<file path="config.mk">
export PLATFORM = sky130hd
export DESIGN_NAME = delay_pipe
export DESIGN_NICKNAME = d
export VERILOG_FILES = /design/src/rtl/delay_pipe_pkg.sv /design/src/rtl/delay_pipe_lane.sv /design/src/rtl/delay_pipe.sv
export SDC_FILE = /design/constraint.sdc
export NUM_CORES = 1
export LEC_CHECK = 0
export CAP_MARGIN = 5
export CELL_PAD_IN_SITES_DETAIL_PLACEMENT = 0
export CELL_PAD_IN_SITES_GLOBAL_PLACEMENT = 2
export CORE_ASPECT_RATIO = 1.4
export CORE_MARGIN = 5
export CORE_UTILIZATION = 36
export CTS_CLUSTER_DIAMETER = 120
export DETAILED_ROUTE_END_ITERATION = 12
export GPL_TIMING_DRIVEN = 0
export HOLD_SLACK_MARGIN = 0.08
export MAX_ROUTING_LAYER = met4
export PLACE_DENSITY = 0.88
export SLEW_MARGIN = 40
export SYNTH_ARGS = -nofsm -noshare
export SYNTH_HDL_FRONTEND = slang
export SYNTH_SLANG_ARGS = --single-unit
</file>
<file path="constraint.sdc">
create_clock -name clock -period 2.24 [get_ports clock]
set_clock_uncertainty 0.1 [all_clocks]
set_input_delay 0.336 -clock clock [delete_from_list [all_inputs] [get_ports clock]]
set_output_delay 0.336 -clock clock [all_outputs]
set_load 0.01 [all_outputs]
</file>
<file path="src/rtl/delay_pipe_pkg.sv">
// delay_pipe shared constants and helpers.
// Output combine modes and occupancy sizing.
package delay_pipe_pkg;

  localparam int MODE_PASS = 0;
  localparam int MODE_OR   = 1;
  localparam int MODE_AND  = 2;
  localparam int MODE_XOR  = 3;

  function automatic int occ_width(input int lat);
    return $clog2(lat + 1);
  endfunction

endpackage

</file>
<file path="src/rtl/delay_pipe_lane.sv">
// One data lane: WIDTH-bit shift register plus
// output combine of the last two stages.
module delay_pipe_lane
  import delay_pipe_pkg::*;
#(
  parameter int WIDTH   = 32,
  parameter int LATENCY = 4,
  parameter int MODE    = MODE_OR
) (
  input  logic             clock,
  input  logic             reset,
  input  logic             adv_i,
  input  logic [WIDTH-1:0] d_i,
  output logic [WIDTH-1:0] q_o
);

  logic [WIDTH-1:0] data_q [LATENCY];
  logic [WIDTH-1:0] data_d [LATENCY];

  always_comb begin
    for (int s = 0; s < LATENCY; s++) begin
      data_d[s] = data_q[s];
    end
    if (adv_i) begin
      data_d[0] = d_i;
      for (int s = 1; s < LATENCY; s++) begin
        data_d[s] = data_q[s-1];
      end
    end
  end

  always_ff @(posedge clock) begin
    if (reset) begin
      for (int s = 0; s < LATENCY; s++) begin
        data_q[s] <= '0;
      end
    end else begin
      for (int s = 0; s < LATENCY; s++) begin
        data_q[s] <= data_d[s];
      end
    end
  end

  always_comb begin
    case (MODE)
      MODE_OR:  q_o = data_q[LATENCY-1] | data_q[LATENCY-2];
      MODE_AND: q_o = data_q[LATENCY-1] & data_q[LATENCY-2];
      MODE_XOR: q_o = data_q[LATENCY-1] ^ data_q[LATENCY-2];
      default:  q_o = data_q[LATENCY-1];
    endcase
  end

endmodule

</file>
<file path="src/rtl/delay_pipe.sv">
// Multi-lane delay pipeline with one shared valid chain,
// stall, flush and tap-combine output.
module delay_pipe
  import delay_pipe_pkg::*;
#(
  parameter int WIDTH   = 32,
  parameter int LATENCY = 4,
  parameter int LANES   = 1,
  parameter int MODE    = MODE_OR
) (
  input  logic                     clock,
  input  logic                     reset,
  input  logic                     en,
  input  logic                     flush,
  input  logic                     in_valid,
  input  logic [LANES*WIDTH-1:0]   in_data,
  output logic                     out_valid,
  output logic [LANES*WIDTH-1:0]   out_data,
  output logic [occ_width(LATENCY)-1:0] occupancy
);

  localparam int OW = occ_width(LATENCY);

  logic               adv;
  logic [LATENCY-1:0] vld_q;
  logic [LATENCY-1:0] vld_d;

  // Flush kills valids but freezes data; data only moves on a real advance.
  assign adv = en & ~flush;

  always_comb begin
    vld_d = vld_q;
    if (flush) begin
      vld_d = '0;
    end else if (en) begin
      vld_d = {vld_q[LATENCY-2:0], in_valid};
    end
  end

  always_ff @(posedge clock) begin
    if (reset) begin
      vld_q <= '0;
    end else begin
      vld_q <= vld_d;
    end
  end

  always_comb begin
    occupancy = '0;
    for (int s = 0; s < LATENCY; s++) begin
      occupancy = occupancy + OW'(vld_q[s]);
    end
  end

  assign out_valid = (MODE == MODE_PASS) ? vld_q[LATENCY-1]
                   : (vld_q[LATENCY-1] & vld_q[LATENCY-2]);

  for (genvar k = 0; k < LANES; k++) begin : g_lane
    delay_pipe_lane #(
      .WIDTH  (WIDTH),
      .LATENCY(LATENCY),
      .MODE   (MODE)
    ) u_lane (
      .clock(clock),
      .reset(reset),
      .adv_i(adv),
      .d_i  (in_data[k*WIDTH +: WIDTH]),
      .q_o  (out_data[k*WIDTH +: WIDTH])
    );
  end

endmodule

</file>
### Word level (Yosys, flattened, before mapping)

Memory sizes are Yosys's and may differ from the RTL's.
Cells that the tools add are included.

* mux-type cells: 8
* bitwise operators: 8
* $add $sub $neg: 3
* reduce and logical (&&, ||, !) cells: 1

Operators with widths (count)
* two-way mux 128 bit: 1
* two-way mux 32 bit: 4
* OR 32 bit: 1
* OR 1 bit: 4
* adder 2 x 1 -> 3 bit: 1
* adder 3 x 1 -> 3 bit: 1
* two-way mux 1 bit: 3
* adder 1 x 1 -> 2 bit: 1
* AND 1 bit: 2
* OR reduction 2 bit: 1
* inverter 1 bit: 1

* flip-flop bits (word level): 4
* memories: 1
* bits of input ports: 37
* output and inout bits: 36
* bits in writable memories: 128
* logic and storage cells: 22

Memory list
* g_lane[0].u_lane.data_q: words 4, width 32, read ports 4, clocked after memory_dff 0, wr ports 4, line delay_pipe_lane.sv:17 `logic [WIDTH-1:0] data_q [LATENCY];`

### Longest topological paths before layout

Gate-level depths: netlist of the first run.

* depth in word-level cells: 4
* gate-level depth with buffers: 5
* gate-level depth less buffers: 5

### Hierarchy

Synthesis of the first run repeated with hierarchy kept, for this count alone.

* cells, all modules: 467
* area total of the unflattened synthesis: 5091.1 sq um

Modules (own cells, without submodules)
* delay_pipe_lane: cells each 444, instances 1, area each 4863.4 sq um, seq. area each 2562.5 sq um
* delay_pipe: cells each 23, instances 1, area each 227.7 sq um, seq. area each 80.1 sq um

### Worst setup path before layout of the first run

OpenSTA, ideal clock, no wires.

* path kind: reg2out
* start point: register vld_q[0]
* end point: output occupancy[1]
* required time: 1.804 ns
* arrival: 1.405 ns
* cell stages (with the launch flop): 6
* path slack: 0.399 ns
* buffers on the path: 0
* cell sequence: dfxtp_1 inv_1 fa_1 inv_1 ha_1 ha_1

* cells in the longest elaborated chain, start to end: 3

Ends and longest elaborated chain
* from (decl): line delay_pipe.sv:25 `logic [LATENCY-1:0] vld_q;`
* from (signal assigned): line delay_pipe.sv:44 `vld_q <= vld_d;`
* adder 1 x 1 -> 2 bit: line delay_pipe.sv:51 `occupancy = occupancy + OW'(vld_q[s]);`
* adder 2 x 1 -> 3 bit: line delay_pipe.sv:51
* adder 3 x 1 -> 3 bit: line delay_pipe.sv:51
* to (decl): line delay_pipe.sv:19 `output logic [occ_width(LATENCY)-1:0] occupancy`

Every way passes these cells.

### Worst setup path in the final report of the first run

* start point: register vld_q[3]
* end point: output occupancy[1]

* cells in the longest elaborated chain, start to end: 1

Ends and longest elaborated chain (line)
* adder 3 x 1 -> 3 bit: delay_pipe.sv:51

Every way passes these cells.

==> flow_summary_export.csv, run 1 <==
group,metric,value,unit
floorplanning,die_x,115,um
drt,vias,3805,
drt,routed_wl,12300,um
synth,syn_inst,511,
critical_path,worst_setup_path_end_kind,"output port",
drt,wl_per_cell,15.3,um
power_and_ir_drop,combPwrFrac,6.7,%
power_and_ir_drop,power.total,5760,uW
clocking,ctsHtreeMaxLevel,4,
cells_and_area,diodes,0,
placement,dp_hpwl,8820,um
cells_and_area,layout-drive-gt1-share,15.4,%
synth,async_flop_share,0,%
synth,synth_fa_ha_area_share,0.811,%
synth,synth_compound_area_share,2.88,%
power_and_ir_drop,ir_drop,0.000476,V
clocking,clk_pin_slew,0.05,ns
global_route,grt_pass1_wl,20300,um
global_route,grt_start_max_net_pins,17,
timing,fin_setup_tns,-0.0750,ns
timing,max_freq,432,MHz
global_route,gr-usage-all-layers,14.9,%
synth,synth_top_cell_by_area,"dfxtp_1",
drt,drc,0,
power_and_ir_drop,p_sw_share,20.3,%
power_and_ir_drop,p_sw,1170,uW
timing,min_period,2.32,ns
timing,fin_hold_ws,0.251,ns
critical_path,path_class,"flop to output port",
synth,synth_warnings,0,
drt,first_iter_violations,93,
floorplanning,die_h,157,um
clocking,clockBufferDepth,2,
drt,drtPass1Iterations,4,
cells_and_area,multi_input_area,2640,um2
clocking,cts_tree,"built",
synth,syn-num-nets,551,
clocking,clk_latency,0.41,ns
synth,synth_edf_count,0,
drt,ant_nets,0,
clocking,root_buffer,"clkbuf_16",
cells_and_area,ff_latch_area,2650,um2
cells_and_area,final_common_cell,"dfxtp_1",
floorplanning,dieArea,18000,um2
power_and_ir_drop,p_clk_share,51.5,%
drt,via_per_inst,4.71,
synth,yosysSeqAreaShare,47.6,%
timing,min_period_over_period,103,%
global_route,grt_antenna_before_repair,0,
clocking,cts_buffers,17,
critical_path,critPathLaunchType,"flop",
power_and_ir_drop,power_density,801,nW/um2
timing,hold_viol,0,
critical_path,crit_arrival,1.88,ns
synth,synth-xor-area-share,0,%
cells_and_area,fin_util,47.5,%
timing,layout_setup_ws,-0.0750,ns
power_and_ir_drop,seq_power_share,41.7,%
global_route,grt.overflow.total,0,
status,violations,"setup timing",
timing,maxSlewHeadroom,64.4,%
synth,synth-seq-cells,132,
global_route,grt_pass1_vias,4142,
power_and_ir_drop,intPower,4590,uW
synth,synth-main-ff-cell,"dfxtp_1",
timing,slew_viol_final,0,
cells_and_area,areaGrowthSynthToFinish,29.4,%
synth,netlist.area_leader.share,47.6,%
floorplanning,design.core.area,15100,um2
floorplanning,row_count,53,
timing,rsz0062_at_grt,"true",
timing,setup_viol,1,
status,outcome,"finished, violations left",
synth,synth_cell_types,18,
placement,io_buffers,71,
job,maxCapViolCount,0,
synth,syn-mean-instance-area,10.9,um2
min_path,hp-class,"primary input to flop",
timing,tightest_slew,0.535,ns
cells_and_area,fillCellCount,1423,
synth,synthSimpleGateAreaFrac,25.3,%
placement,pre_cts_ws,-0.145,ns
synth,synthMuxAreaShare,18.0,%
cells_and_area,nNetsFinal,644,
synth,syn_area,5550,um2
floorplanning,pin_count,73,
clocking,cts.sinks,132,
floorplanning,initial_core_util,36.7,%
cells_and_area,final_cell_mix,"dfxtp_1 (129), nand2b_1 (128), mux2i_1 (100)",
critical_path,cp.required,1.80,ns
synth,synth_top_family_by_area,"simple AND/OR/NAND/NOR gates",
power_and_ir_drop,leakage,0.00308,uW
critical_path,crit_fanout,2,
placement,gp_congestion,0.769,
synth,netlist_top_cells_area,"dfxtp_1 (48%), mux2i_1 (18%), nand2b_1 (14%)",
-- stage by stage --
step	cell area, um2	std cells
3_3_place_gp	6500	774
5_1_grt	7180	808
4_1_cts	7170	807
2_1_floorplan	5550	511
3_5_place_dp	6500	774
6_report	7180	808
-- layout make-up --
| class | count | area share (%) |
|---|---|---|
| well taps | 192 | 3.34 |
| clock inverters | 10 | 2.51 |
| inverters | 5 | 0.261 |
| multi-input cells | 334 | 36.7 |
| repair buffers | 74 | 10.2 |
| clock buffers | 21 | 6.27 |
| flip-flops and latches | 132 | 36.8 |
| plain buffers | 40 | 3.88 |
-- critical path: stages, from the launching register on --
cell     delay, ns
dfxtp_2       0.34
inv_2         0.04
fa_1          0.55
inv_2         0.05
ha_4          0.15
ha_4          0.25
buf_6         0.09
-- routing by layer --
metal	GRT usage, %	part of all wire [%]	vias up
met2	25.8	52	70
met5	-	0	-
li1	-	-	1928
met3	3.73	3.8	21
met1	16.2	42	1786
met4	6.43	1.9	0
-- worst paths after layout --
path | slack, ns | to | start | depth (start not counted)
setup / recovery | -0.08 | occupancy[1] | vld_q[3] | 6
hold / removal | 0.25 | g_lane[0].u_lane.data_q[0][30] | reset | 3
setup reg to reg | 1.25 | vld_q[3] | vld_q[3] | 4
hold reg to reg | 0.37 | g_lane[0].u_lane.data_q[3][21] | g_lane[0].u_lane.data_q[3][21] | 2
-- repair_timing --
action / in CTS / in global routing
hold buffers: 0 / 0
setup buffers: 2 / 1
pin swaps: 2 / 0
gates resized for setup: 21 / 3
endpoints found under the setup margin: 3 / 3
-- registers in the layout, summed over array words and instances, names as in the netlist --
register	count
g_lane.u_lane.data_q	128
vld_q	4
-- logic make-up (layout without fill, tap and decap cells) --
logic type | count (synthesis) | count (layout)
AND/OR/NAND/NOR | 199 | 199
flip-flops | 132 | 132
multiplexers | 100 | 100
buffers and inverters | 45 | 150
AO/OA/AOI/OAI | 32 | 32
adder cells (fa/ha/maj) | 3 | 3
-- synth_stat cells (2+ instances only) --
cell / n
dfxtp_1: 132
nand2b_1: 128
mux2i_1: 100
nand4bb_1: 32
o21ai_1: 32
or2_2: 32
clkbuf_1: 21
buf_8: 9
buf_2: 7
inv_1: 5
nor3_1: 4
buf_6: 2
ha_1: 2
-- power groups by stage --
stage               sequential [uW]  combinational [uW]  clock, uW
floorplan                      2450                 247          0
global placement               2450                 388          0
detailed placement             2450                 393          0
CTS                            2400                 394       3030
global route                   2410                 418       3140
finish                         2400                 388       2970
Note: power is estimated with default switching activity, not from simulation.
==> run 2, diff against run 1 <==
SLEW_MARGIN = default   (was 40)
==> results of run 2 <==
No change in the layout: final DEF, timing and power equal those of run 1.
